## src/rtl/mem_responder_pkg.sv

```systemverilog
// -----------------------------------------------------------------------------
// mem_resp_pkg
// Shared types and constants for the memory responder:
//   state_t             responder FSM states (IDLE, IFETCH, DACCESS)
//   DEF_ADDR_W          default address width
//   DEF_DATA_W          default data width
//   DEF_TIMEOUT_CYCLES  default access timeout (used only with MEM_TIMEOUT_EN)
//   BAD_DATA            load value returned by an access aborted on timeout
// -----------------------------------------------------------------------------
package mem_resp_pkg;

    typedef enum logic [1:0] {
        IDLE    = 2'd0,
        IFETCH  = 2'd1,
        DACCESS = 2'd2
    } state_t;

    localparam int DEF_ADDR_W         = 32;
    localparam int DEF_DATA_W         = 32;
    localparam int DEF_TIMEOUT_CYCLES = 255;

    localparam logic [31:0] BAD_DATA = 32'hDEAD_BEEF;

endpackage

```

## src/rtl/mem_responder_if.sv

```systemverilog
// -----------------------------------------------------------------------------
// mem_responder_if
// Bundles the core-side request/response signals and the RAM-side port of
// the memory responder.
//   modport slave  : the responder's view (requests and RAM results in,
//                    loads, ready pulses, RAM strobes and bus_err out)
//   modport master : the environment's view (core + RAM), directions reversed
// -----------------------------------------------------------------------------
interface mem_responder_if
    import mem_resp_pkg::*;
#(
    parameter int ADDR_W = DEF_ADDR_W,
    parameter int DATA_W = DEF_DATA_W
);

    // core instruction side
    logic              iren;
    logic [ADDR_W-1:0] imemaddr;
    logic [DATA_W-1:0] imemload;
    logic              i_ready;

    // core data side
    logic              dmmRen;
    logic              dmmWen;
    logic [ADDR_W-1:0] dmmaddr;
    logic [DATA_W-1:0] dmmstore;
    logic [DATA_W-1:0] dmmload;
    logic              d_ready;

    // RAM side
    logic [ADDR_W-1:0] ramaddr;
    logic [DATA_W-1:0] ramstore;
    logic              ramRen;
    logic              ramWen;
    logic [DATA_W-1:0] ramload;
    logic              ram_ack;

    // status
    logic              bus_err;

    modport slave (
        input  iren, imemaddr, dmmRen, dmmWen, dmmaddr, dmmstore, ramload, ram_ack,
        output imemload, i_ready, dmmload, d_ready, ramaddr, ramstore, ramRen, ramWen,
               bus_err
    );

    modport master (
        output iren, imemaddr, dmmRen, dmmWen, dmmaddr, dmmstore, ramload, ram_ack,
        input  imemload, i_ready, dmmload, d_ready, ramaddr, ramstore, ramRen, ramWen,
               bus_err
    );

endinterface

```

## src/rtl/mem_responder_access_timer.sv

```systemverilog
// -----------------------------------------------------------------------------
// access_timer
// Counts access-state cycles that pass without a RAM acknowledge and flags
// expiry on the cycle in which the TIMEOUT_CYCLES-th such cycle ends.
// Instantiated by mem_responder only when MEM_TIMEOUT_EN is defined.
// Ports:
//   clk       clock, rising edge
//   nRST      asynchronous active-low reset
//   start_i   access entry edge: clears the count
//   active_i  responder is in an access state this cycle
//   ack_i     RAM acknowledge this cycle
//   expire_o  access has run its full budget; abort on this edge
// -----------------------------------------------------------------------------
module access_timer
    import mem_resp_pkg::*;
#(
    parameter int TIMEOUT_CYCLES = DEF_TIMEOUT_CYCLES
) (
    input  logic clk,
    input  logic nRST,
    input  logic start_i,
    input  logic active_i,
    input  logic ack_i,
    output logic expire_o
);

    localparam int CNT_W = $clog2(TIMEOUT_CYCLES + 1);

    logic [CNT_W-1:0] count_q;
    logic [CNT_W-1:0] count_d;

    // count_q holds the number of ack-less cycles already completed, so the
    // cycle in which it equals TIMEOUT_CYCLES-1 is the last one allowed.
    assign expire_o = active_i && !ack_i && (count_q == CNT_W'(TIMEOUT_CYCLES - 1));

    always_comb begin
        count_d = count_q;
        if (start_i) begin
            count_d = '0;
        end else if (active_i && !ack_i && !expire_o) begin
            count_d = count_q + 1'b1;
        end
    end

    always_ff @(posedge clk or negedge nRST) begin
        if (!nRST) begin
            count_q <= '0;
        end else begin
            count_q <= count_d;
        end
    end

endmodule

```

## src/rtl/mem_responder.sv

```systemverilog
// -----------------------------------------------------------------------------
// mem_responder
// Memory-side responder: arbitrates instruction fetches and data accesses
// onto one shared RAM port, holds the RAM strobe until ram_ack, returns the
// read data and pulses i_ready / d_ready for one cycle per access.
// Data requests win over fetches; a simultaneous read+write request is a write.
// Ports:
//   clk   clock, rising edge
//   nRST  asynchronous active-low reset
//   bus   mem_responder_if.slave (core request/response + RAM port + bus_err)
// Configuration:
//   MEM_TIMEOUT_EN  when defined, an access that sees no ram_ack for
//                   TIMEOUT_CYCLES cycles is aborted, returns BAD_DATA and sets
//                   the sticky bus_err flag. Undefined: waits forever, bus_err=0.
// -----------------------------------------------------------------------------
module mem_responder
    import mem_resp_pkg::*;
#(
    parameter int ADDR_W         = DEF_ADDR_W,
    parameter int DATA_W         = DEF_DATA_W,
    parameter int TIMEOUT_CYCLES = DEF_TIMEOUT_CYCLES
) (
    input  logic           clk,
    input  logic           nRST,
    mem_responder_if.slave bus
);

    state_t            state_q;
    state_t            state_d;

    logic              is_write_q;
    logic [ADDR_W-1:0] ramaddr_q;
    logic [DATA_W-1:0] ramstore_q;
    logic [DATA_W-1:0] imemload_q;
    logic [DATA_W-1:0] dmmload_q;
    logic              i_ready_q;
    logic              d_ready_q;

    logic              ram_ren;
    logic              ram_wen;
    logic              data_req;
    logic              ready_guard;
    logic              entering;
    logic              in_access;
    logic              expired;
    logic              finish;
    logic [DATA_W-1:0] result_data;

    assign data_req    = bus.dmmRen | bus.dmmWen;
    // While a ready pulse is out the core has not yet seen it, so its request
    // lines still describe the access just completed and must be ignored.
    assign ready_guard = i_ready_q | d_ready_q;
    assign in_access   = (state_q != IDLE);
    assign entering    = (state_q == IDLE) && (state_d != IDLE);
    assign finish      = in_access && (bus.ram_ack || expired);
    // An ack arriving on the abort edge still delivers real data.
    assign result_data = bus.ram_ack ? bus.ramload : DATA_W'(BAD_DATA);

`ifdef MEM_TIMEOUT_EN
    logic bus_err_q;

    access_timer #(
        .TIMEOUT_CYCLES(TIMEOUT_CYCLES)
    ) u_access_timer (
        .clk      (clk),
        .nRST     (nRST),
        .start_i  (entering),
        .active_i (in_access),
        .ack_i    (bus.ram_ack),
        .expire_o (expired)
    );

    always_ff @(posedge clk or negedge nRST) begin
        if (!nRST) begin
            bus_err_q <= 1'b0;
        end else if (expired) begin
            bus_err_q <= 1'b1;
        end
    end

    assign bus.bus_err = bus_err_q;
`else
    assign expired     = 1'b0;
    assign bus.bus_err = 1'b0;
`endif

    // ---------------------------------------------------------------- state reg
    always_ff @(posedge clk or negedge nRST) begin
        if (!nRST) begin
            state_q <= IDLE;
        end else begin
            state_q <= state_d;
        end
    end

    // --------------------------------------------------------------- next state
    always_comb begin
        state_d = state_q;
        case (state_q)
            IDLE: begin
                if (!ready_guard) begin
                    if (data_req) begin
                        state_d = DACCESS;
                    end else if (bus.iren) begin
                        state_d = IFETCH;
                    end
                end
            end
            IFETCH, DACCESS: begin
                if (bus.ram_ack || expired) begin
                    state_d = IDLE;
                end
            end
            default: state_d = IDLE;
        endcase
    end

    // ------------------------------------------------------------------ outputs
    // Strobes follow the state register, so they drop on the completing edge
    // and immediately on reset.
    always_comb begin
        ram_ren = 1'b0;
        ram_wen = 1'b0;
        case (state_q)
            IFETCH:  ram_ren = 1'b1;
            DACCESS: begin
                ram_ren = !is_write_q;
                ram_wen = is_write_q;
            end
            default: ;
        endcase
    end

    // ----------------------------------------------------------------- datapath
    always_ff @(posedge clk or negedge nRST) begin
        if (!nRST) begin
            is_write_q <= 1'b0;
            ramaddr_q  <= '0;
            ramstore_q <= '0;
            imemload_q <= '0;
            dmmload_q  <= '0;
            i_ready_q  <= 1'b0;
            d_ready_q  <= 1'b0;
        end else begin
            i_ready_q <= 1'b0;
            d_ready_q <= 1'b0;

            if (entering) begin
                if (state_d == DACCESS) begin
                    ramaddr_q  <= bus.dmmaddr;
                    ramstore_q <= bus.dmmstore;
                    is_write_q <= bus.dmmWen;
                end else begin
                    ramaddr_q  <= bus.imemaddr;
                    is_write_q <= 1'b0;
                end
            end

            if (finish) begin
                if (state_q == IFETCH) begin
                    imemload_q <= result_data;
                    i_ready_q  <= 1'b1;
                end else begin
                    // Writes leave the previous load value in place.
                    if (!is_write_q) begin
                        dmmload_q <= result_data;
                    end
                    d_ready_q <= 1'b1;
                end
            end
        end
    end

    assign bus.ramaddr  = ramaddr_q;
    assign bus.ramstore = ramstore_q;
    assign bus.ramRen   = ram_ren;
    assign bus.ramWen   = ram_wen;
    assign bus.imemload = imemload_q;
    assign bus.dmmload  = dmmload_q;
    assign bus.i_ready  = i_ready_q;
    assign bus.d_ready  = d_ready_q;

endmodule

```

## src/flat_wrapper.sv

```systemverilog
// flat-port wrapper written by rule: the top's interface ports become plain ports
module mem_responder_flat import mem_resp_pkg::*;
#(
    parameter int ADDR_W         = DEF_ADDR_W,
    parameter int DATA_W         = DEF_DATA_W,
    parameter int TIMEOUT_CYCLES = DEF_TIMEOUT_CYCLES
)
  (clk, nRST, bus_iren, bus_imemaddr, bus_dmmRen, bus_dmmWen, bus_dmmaddr, bus_dmmstore, bus_ramload, bus_ram_ack, bus_imemload, bus_i_ready, bus_dmmload, bus_d_ready, bus_ramaddr, bus_ramstore, bus_ramRen, bus_ramWen, bus_bus_err);
  mem_responder_if #(.ADDR_W(ADDR_W), .DATA_W(DATA_W)) bus_i ();
  input  logic clk;
  input  logic nRST;
  input wire logic [$bits(bus_i.iren)-1:0] bus_iren;
  input wire logic [$bits(bus_i.imemaddr)-1:0] bus_imemaddr;
  input wire logic [$bits(bus_i.dmmRen)-1:0] bus_dmmRen;
  input wire logic [$bits(bus_i.dmmWen)-1:0] bus_dmmWen;
  input wire logic [$bits(bus_i.dmmaddr)-1:0] bus_dmmaddr;
  input wire logic [$bits(bus_i.dmmstore)-1:0] bus_dmmstore;
  input wire logic [$bits(bus_i.ramload)-1:0] bus_ramload;
  input wire logic [$bits(bus_i.ram_ack)-1:0] bus_ram_ack;
  output wire logic [$bits(bus_i.imemload)-1:0] bus_imemload;
  output wire logic [$bits(bus_i.i_ready)-1:0] bus_i_ready;
  output wire logic [$bits(bus_i.dmmload)-1:0] bus_dmmload;
  output wire logic [$bits(bus_i.d_ready)-1:0] bus_d_ready;
  output wire logic [$bits(bus_i.ramaddr)-1:0] bus_ramaddr;
  output wire logic [$bits(bus_i.ramstore)-1:0] bus_ramstore;
  output wire logic [$bits(bus_i.ramRen)-1:0] bus_ramRen;
  output wire logic [$bits(bus_i.ramWen)-1:0] bus_ramWen;
  output wire logic [$bits(bus_i.bus_err)-1:0] bus_bus_err;
  assign bus_i.iren = bus_iren;
  assign bus_i.imemaddr = bus_imemaddr;
  assign bus_i.dmmRen = bus_dmmRen;
  assign bus_i.dmmWen = bus_dmmWen;
  assign bus_i.dmmaddr = bus_dmmaddr;
  assign bus_i.dmmstore = bus_dmmstore;
  assign bus_i.ramload = bus_ramload;
  assign bus_i.ram_ack = bus_ram_ack;
  assign bus_imemload = bus_i.imemload;
  assign bus_i_ready = bus_i.i_ready;
  assign bus_dmmload = bus_i.dmmload;
  assign bus_d_ready = bus_i.d_ready;
  assign bus_ramaddr = bus_i.ramaddr;
  assign bus_ramstore = bus_i.ramstore;
  assign bus_ramRen = bus_i.ramRen;
  assign bus_ramWen = bus_i.ramWen;
  assign bus_bus_err = bus_i.bus_err;
  mem_responder #(.ADDR_W(ADDR_W), .DATA_W(DATA_W), .TIMEOUT_CYCLES(TIMEOUT_CYCLES)) u_core (.clk(clk), .nRST(nRST), .bus(bus_i));
endmodule
```

## config.mk

```make
export PLATFORM = sky130hd
export DESIGN_NAME = mem_responder_flat
export DESIGN_NICKNAME = d
export VERILOG_FILES = /design/src/rtl/mem_responder_pkg.sv /design/src/rtl/mem_responder_if.sv /design/src/rtl/mem_responder_access_timer.sv /design/src/rtl/mem_responder.sv /design/src/flat_wrapper.sv
export SDC_FILE = /design/constraint.sdc
export NUM_CORES = 1
export LEC_CHECK = 0
export CORE_MARGIN = 2
export CORE_UTILIZATION = 30
export CTS_CLUSTER_SIZE = 16
export DETAILED_ROUTE_END_ITERATION = 8
export HOLD_SLACK_MARGIN = 0.1
export PLACE_DENSITY = 0.63
export SLEW_MARGIN = 20
export SYNTH_ARGS = -nofsm -noshare
export SYNTH_HDL_FRONTEND = slang
export SYNTH_SLANG_ARGS = --single-unit
export TNS_END_PERCENT = 50
```

## constraint.sdc

```tcl
create_clock -name clk -period 2.75 [get_ports clk]
set_input_delay 0.4125 -clock clk [delete_from_list [all_inputs] [get_ports clk]]
set_output_delay 0.4125 -clock clk [all_outputs]
set_load 0.05 [all_outputs]
```

==> results of run 1 <==
through the flow:
| step | std cells | cell area [µm²] | power, mW | TNS [ps] |
|---|---|---|---|---|
| final | 1002 | 9016 | 13.79 | 0 |
| after CTS | 1002 | 9009 | 13.93 | 0 |
| after global placement | 968 | 8381 | 11.36 | 0 |
| after global routing | 1002 | 9016 | 14.52 | 0 |
| after floorplan | 497 | 5461 | 8.792 | 0 |
| after detailed placement | 968 | 8381 | 11.53 | -317.5 |
how the worst max path moves through the flow:
stage / start / end / depth (start not counted)
4_1_cts: u_core.state_q[1] / u_core.bus.ramstore[29] / 7
2_1_floorplan: u_core.state_q[0] / u_core.bus.ramstore[10] / 8
3_5_place_dp: bus_ram_ack / u_core.bus.ramstore[29] / 6
5_1_grt: u_core.state_q[1] / u_core.bus.ramstore[29] / 7
3_3_place_gp: bus_ram_ack / u_core.bus.ramstore[30] / 6
6_report: u_core.state_q[0] / bus_ramWen / 4
placed cells by master, fill, tap and decap left out, types with 4 or more instances in the layout:
cell	instances
o21ai_0	24
inv_6	5
dfrtp_1	133
nand2_1	65
mux2i_1	32
mux2_2	24
inv_1	28
mux2_1	8
nor2_1	58
clkdlybuf4s50_1	263
a21oi_1	34
buf_12	4
a31oi_1	24
clkbuf_16	17
nand3_1	8
power breakdown:
group / switching (mW) / internal (mW)
logic: 5.20 / 2.85
registers: 0.514 / 2.91
clock network: 0.878 / 1.44
total: 6.59 / 7.19
cell type report:
cell class	instances	area, µm²
flip-flops and latches	133	3328
clock inverters	13	168.9
repair buffers	273	2765
inverters	29	108.9
well taps	229	286.5
multi-input cells	306	1926
fillers	1598	8886
clock buffers	19	432.9
sequential cells by signal (all words and copies together), names as in the netlist:
| signal | flops |
|---|---|
| u_core.bus.imemload | 32 |
| u_core.bus.i_ready | 1 |
| u_core.bus.ramaddr | 32 |
| u_core.bus.dmmload | 32 |
| u_core.is_write_q | 1 |
| u_core.bus.ramstore | 32 |
| u_core.bus.d_ready | 1 |
| u_core.state_q | 2 |
worst max-delay path: cells and delay by family (launching register included):
| kind | cells | cell delay [ps] |
|---|---|---|
| buffers and inverters | 2 | 1030 |
| flip-flops | 1 | 450 |
| adder cells (fa/ha/maj) | 1 | 190 |
| AND/OR/NAND/NOR | 1 | 130 |
cells by family (layout without fill, tap and decap cells):
logic type	after synthesis	after routing
compound gates	89	89
buf+inv	59	334
simple gates	147	148
other cells	1	1
mux	64	64
fa+ha+maj	4	4
flops	133	133
repair_timing:
item                                   in CTS  in global routing
pin swaps                                   0                  0
hold buffers                                1                  0
endpoints found under the hold margin      57                  0
gates cloned                                1                  0
gates resized for setup                     2                  2
setup endpoints to repair                   9                 32
routing by layer:
metal  global-route usage  wire length (µm)
met1               0.1995              6270
met2               0.2683              7571
met3              0.06215              1465
met4              0.05635               290
met5                    0                 0
==> metrics.md, run 1 <==
| Metric | Value |
|---|---|
| Synthesized area | `5461 µm²` |
| Simple-Gate Fraction of Synth Area | `0.1136` |
| Sequential area share after synthesis | `0.6094` |
| Vias | `4,622` |
| Number of enable flip-flop cells after synthesis | `0` |
| Largest family of logic cells by synthesized area | `multiplexers` |
| PwrDens | `1529 nW/µm²` |
| Routed Wire Length | `15,600 µm` |
| Total gr overflow | `0` |
| Die width | `138.9 µm` |
| Critical path's largest stage delay | `850 ps` |
| Clock tree buffer depth | `2` |
| Mux contribution to synthesized area | `0.1246` |
| Row count | `49` |
| Area Growth Syn to Fin | `65.09%` |
| Final period util | `0.9540` |
| Routability cong. | `0.8366` |
| CP Launch Type | `register` |
| Setup ws final | `126.5 ps` |
| Worst r2r dst | `u_core.bus.ramstore[29]` |
| DRC viols | `0` |
| Layout cell share with drive strength beyond 1 | `0.09573` |
| Worst Hold End | `u_core.bus.dmmload[20]` |
| Ranking of synthesized cells by area | `dfrtp_1 61%, mux2i_1 5.9%, mux2_2 4.9%` |
| Max_cap viols | `0` |
| Crit path time final | `2623 ps` |
| Setup Slack @ Placement | `-51.07 ps` |
| I/O pin total | `267` |
| Adder-cell share of the synthesized area | `0.009164` |
| Max IR drop VDD | `0.0008318 V` |
| Max Fclk | `0.3812 GHz` |
| Reg-to-reg startpoint | `u_core.state_q[1]` |
| Antenna Violating Nets Remaining | `0` |
| Initial antenna violation count | `0` |
| # H-tree levels | `4` |
| Area leader, netlist | `dfrtp_1` |
| Mapped Nets | `635` |
| Min-delay worst type | `reg2reg` |
| Die span in y | `138.9 µm` |
| CP Class | `reg2out` |
| WL/cell | `15.57 µm` |
| Initial Util | `0.3051` |
| Initial DRC Count | `193` |
| Hold path cells | `2` |
| Clk slew on worst S/H paths | `60 ps` |
| Total GRT Usage | `0.1639` |
| Crit end category | `output port` |
| Post-synth ARST share | `1.000` |
| Final Hold Viols | `0` |
| Die area | `19,300 µm²` |
| Largest net degree at the start of global routing | `66` |
| Worst reg2reg path depth | `7` |
| Clk_lat worst skew | `420 ps` |
| Via density | `4.613` |
| Fin util | `0.5036` |
| Main synth FF type | `dfrtp_1` |
| # nets final | `898` |
| Most frequent cell after synthesis | `dfrtp_1` |
| Clk root buf | `clkbuf_16` |
| Pre-antenna DRT Iters | `4` |
| Syn Area/Cell | `10.99 µm²` |
| CORE AREA | `17,900 µm²` |
| Clock Sinks | `133` |
| Synth Area in XOR/XNOR | `0` |
| Netlist cell types | `37` |
| Flops & latches, synth | `133` |
| Yosys warns | `0` |
| Number of inserted diodes | `0` |
| Synth top area share | `0.6094` |
| Number of I/O port buffers | `265` |
| CP Data Arrival Time | `2210 ps` |
| LEAKAGE | `3.944 nW` |
| Complex-gate fraction of the synthesized area | `0.09393` |
| Largest fanout on the critical path | `6` |
| Most common library cells after synthesis | `133 x dfrtp_1, 65 x nand2_1, 58 x nor2_1` |
| Unrepaired setup endpoints after global routing | `false` |
| Synthesized instance count | `497` |
| CTS Buf Count | `17` |
| CTS tree | `built` |
| Status | `complete, no violations` |
| HP Start | `u_core.bus.dmmload[20]` |
| CP required | `2340 ps` |
| Final Skew | `12.11 ps` |
| Reg2reg setup slack | `160 ps` |
| Global-route wire length before repair | `25,290 µm` |
| Pins over their slew limit | `0` |
| Setup Buffers After CTS | `0` |
| Final hold slack | `464.1 ps` |
| # setup viols final | `0` |
| Detailed Place HPWL | `11,390 µm` |
| Vias in the first global route | `4,854` |
| CP Cell Sequence | `inv_1, ha_1, and2_1, clkdlybuf4s50_1` |
| Relative slew margins | `0.6118` |
| Worst-margin pin slew | `580.4 ps` |
| Slowest cell on crit path | `clkdlybuf4s50_1` |
No activity file was read; power rests on OpenSTA's default activity.
==> inputs of run 2 (changes only) <==
- CTS_CLUSTER_DIAMETER: default -> 60
==> results of run 2 <==
Same layout as run 1: the final DEF is identical, and so are final timing and power.
==> inputs of run 3 (changes only) <==
- ABC_AREA: default -> 1
- CTS_BUF_LIST: default -> sky130_fd_sc_hd__clkbuf_16
==> run 3 against run 2 <==
Power rose by 0.85%. Non-clock buffer count rose by 12. Sequential cell count did not move. First-iteration DRC count rose by 22%. Final area rose by 2.2%. Combinational power rose by 4.1%. Sequential power fell by 3%. Global-route usage rose by 1.3 points. Clock-buffer cell count fell by 2. Worst hold slack improved by 10 ps. Worst setup slack improved by 160 ps. Largest power group unchanged. Highest routed layer unchanged.
==> metrics.md, run 3 <==
| Metric | Value |
|---|---|
| Sequential area share after synthesis | `0.5803 (-0.02911)` |
| Clk slew on worst S/H paths | `50 ps (about the same)` |
| Synthesized area | `5736 µm² (+5.0%)` |
| P_sw | `7.167 mW (+8.7%)` |
| Final Hold Viols | `0 (unchanged)` |
| Commonest non-fill, non-tap cell in the layout | `nand2_1` |
| Initial antenna violation count | `0 (unchanged)` |
| Total gr overflow | `0 (unchanged)` |
| Mapped Nets | `821 (+29%)` |
| Antenna Violating Nets Remaining | `0 (unchanged)` |
| CP Cell Sequence | `inv_1, ha_1, nand2_1, inv_1, clkdlybuf4s50_1` |
| Final hold slack | `474.4 ps (+10.32 ps)` |
| Clock power share | `0.158 (-0.010)` |
| Max_cap viols | `0 (unchanged)` |
| CP Class | `reg2out` |
| Worst Setup SP | `u_core.state_q[0]` |
| Hold-fix buffers at CTS | `1 (unchanged)` |
| Layout cell share with drive strength beyond 1 | `0.06485 (-0.03088)` |
| Initial DRC Count | `236 (+22%)` |
| I/O pin total | `267 (unchanged)` |
| Global-route wire length before repair | `27,930 µm (+10%)` |
| Most frequent cell after synthesis | `nand2_1` |
| Row count | `50 (+2.0%)` |
| CTS Buf Count | `17 (unchanged)` |
| Count of cells resized by post-cts repair | `0 (-2)` |
| Vias | `5,400 (+17%)` |
| HP Start | `u_core.bus.ramstore[1]` |
| Clock tree buffer depth | `2 (unchanged)` |
| Most frequent cells in the layout | `287 x nand2_1, 263 x clkdlybuf4s50_1, 133 x dfrtp_1, 49 x nor2_1, 35 x o21ai_1` |
| Slowest cell on crit path | `clkdlybuf4s50_1` |
| Largest fanout on the critical path | `4 (-2)` |
| Pre-antenna DRT Iters | `6 (+2)` |
| Reg-to-reg startpoint | `u_core.state_q[0]` |
| CP endpoint | `bus_ramWen` |
| # nets final | `1,081 (+20%)` |
| Synthesized instance count | `683 (+37%)` |
| Reg2reg setup slack | `780 ps (+620 ps)` |
| Die width | `142.3 µm (+2.4%)` |
| Initial Util | `0.3066 (+0.001548)` |
| CP Data Arrival Time | `2050 ps (-160 ps)` |
| # fillers | `1,822 (+14%)` |
| Crit path time final | `2462 ps (-161.6 ps)` |
| Critical path's largest stage delay | `820 ps (-30 ps)` |
| Worst reg2reg path depth | `11 (+4)` |
| Relative slew margins | `0.5904 (-0.02141)` |
| Total GRT Usage | `0.1773 (+0.01342)` |
| Area leader, netlist | `dfrtp_1` |
| Die area | `20,240 µm² (+4.9%)` |
| PwrDens | `1509 nW/µm² (-1.3%)` |
| Syn Area/Cell | `8.398 µm² (-24%)` |
| Share of power burned in registers | `0.239 (-0.009)` |
| WL/cell | `15.00 µm (-3.7%)` |
| Number of I/O port buffers | `265 (unchanged)` |
| Status | `complete, no violations` |
| Post-synth ARST share | `1.000 (unchanged)` |
| Netlist cell types | `26 (-30%)` |
| Clk_lat worst skew | `410 ps (about the same)` |
| CP Launch Type | `register` |
| Max Fclk | `0.4062 GHz (+6.6%)` |
| Switching part of the total | `0.5155 (+0.03728)` |
| TNS Setup | `0 ps (unchanged)` |
| Vias in the first global route | `5,157 (+6.2%)` |
| Via density | `4.538 (-1.6%)` |
| Internal | `6.737 mW (-6.4%)` |
| Pins over their slew limit | `0 (unchanged)` |
| Ranking of synthesized cells by area | `dfrtp_1 58%, nand2_1 19%, nand4_1 3.5%` |
| Synth top area share | `0.5803 (-0.02911)` |
| Largest net degree at the start of global routing | `65 (-1.5%)` |
| Final period util | `0.8952 (-0.05877)` |
| Main synth FF type | `dfrtp_1` |
| Logic pwr share | `0.603 (+0.019)` |
| Routability cong. | `0.8095 (-3.2%)` |
| Detailed Place HPWL | `12,590 µm (+10%)` |
| Die span in y | `142.3 µm (+2.4%)` |
| Number of enable flip-flop cells after synthesis | `0 (unchanged)` |
| Min-delay worst type | `reg2reg` |
| LEAKAGE | `4.290 nW (+8.8%)` |
| CP required | `2340 ps (about the same)` |
| Clk root buf | `clkbuf_16` |
| Unrepaired setup endpoints after global routing | `false` |
| Clock Sinks | `133 (unchanged)` |
| Max IR drop VDD | `0.0007539 V (-9.4%)` |
| Crit-path most repeated cell | `inv_1` |
| # H-tree levels | `4 (unchanged)` |
| Worst r2r dst | `u_core.bus.ramaddr[7]` |
| Number of inserted diodes | `0 (unchanged)` |
| Setup Buffers After CTS | `0 (unchanged)` |
| Most common library cells after synthesis | `287 x nand2_1, 133 x dfrtp_1, 49 x nor2_1` |
| # setup viols final | `0 (unchanged)` |
| Worst-margin pin slew | `614.3 ps (+33.93 ps)` |
| Final Skew | `9.705 ps (-2.407 ps)` |
| Flops & latches, synth | `133 (unchanged)` |
| Crit end category | `output port` |
| CORE AREA | `18,710 µm² (+4.5%)` |
| Routed Wire Length | `17,850 µm (+14%)` |
| DRC viols | `0 (unchanged)` |
| CTS tree | `built` |
| Yosys warns | `0 (unchanged)` |
| Area Growth Syn to Fin | `60.65%` |
==> run 3: final cells by class <==
cell class	instances	area [µm²]	area share
Clock buffer	17	425.4	0.04617
Clock inverter	15	141.4	0.01534
Inverter	25	93.84	0.01018
Multi-Input combinational cell	481	2091	0.2269
Sequential cell	133	3328	0.3612
Tap cell	234	292.8	0.03178
Timing Repair Buffer	285	2841	0.3084
==> run 3: power by group through the flow <==
| stage | Combinational, mW | Clock, mW | Sequential (mW) |
|---|---|---|---|
| after floorplan | 2.80 | 0 | 6.23 |
| after global placement | 8.39 | 0 | 3.33 |
| after detailed placement | 8.47 | 0 | 3.35 |
| after CTS | 8.47 | 2.26 | 3.33 |
| after global routing | 9.05 | 2.34 | 3.43 |
| final | 8.38 | 2.19 | 3.33 |
==> run 3: worst min-delay path by stage <==
stage / depth (start not counted) / slack (ps) / endpoint
2_1_floorplan: 0 / 120 / u_core.bus.d_ready
3_3_place_gp: 1 / 450 / u_core.bus.imemload[30]
3_5_place_dp: 1 / 450 / u_core.bus.imemload[30]
4_1_cts: 2 / 480 / u_core.bus.ramstore[1]
5_1_grt: 2 / 490 / u_core.bus.ramaddr[17]
6_report: 2 / 470 / u_core.bus.ramstore[1]
==> run 3: kinds of logic (layout without fill, tap and decap cells) <==
kind of cell / Yosys count / count (layout) / share of synthesized area
simple gates: 384 / 384 / 0.2733
flops: 133 / 133 / 0.5803
compound gates: 92 / 92 / 0.08181
other cells: 1 / 1 / 0.0006538
fa+ha+maj: 4 / 4 / 0.008726
buf+inv: 69 / 342 / 0.05519
==> run 3: through the flow <==
stage | instance area (µm²) | instances | worst slack [ps] | total power, mW | utilization
4_1_cts | 9214 | 1190 | 243.0 | 14.06 | 0.4926
3_3_place_gp | 8637 | 1157 | 611.7 | 11.72 | 0.4617
3_5_place_dp | 8637 | 1157 | 571.5 | 11.82 | 0.4617
6_report | 9214 | 1190 | 288.1 | 13.90 | 0.4926
5_1_grt | 9214 | 1190 | 154.4 | 14.82 | 0.4926
2_1_floorplan | 5736 | 683 | 391.7 | 9.029 | -
==> run 3: layer usage <==
metal  track usage  wire length (µm)  up-vias
li1              -                 -     2701
met1        0.2278              7974     2494
met2        0.2820              8187      191
met3       0.06225              1450       14
met4       0.05421               235        0
met5             0                 0        -
==> run 3: critical path, delay by kind of cell, from the launching register on <==
kind / cells / cell delay, ps
DFF: 1 / 410
buffers and inverters: 3 / 1000
adders and majority gates: 1 / 180
and+or+nand+nor: 1 / 50
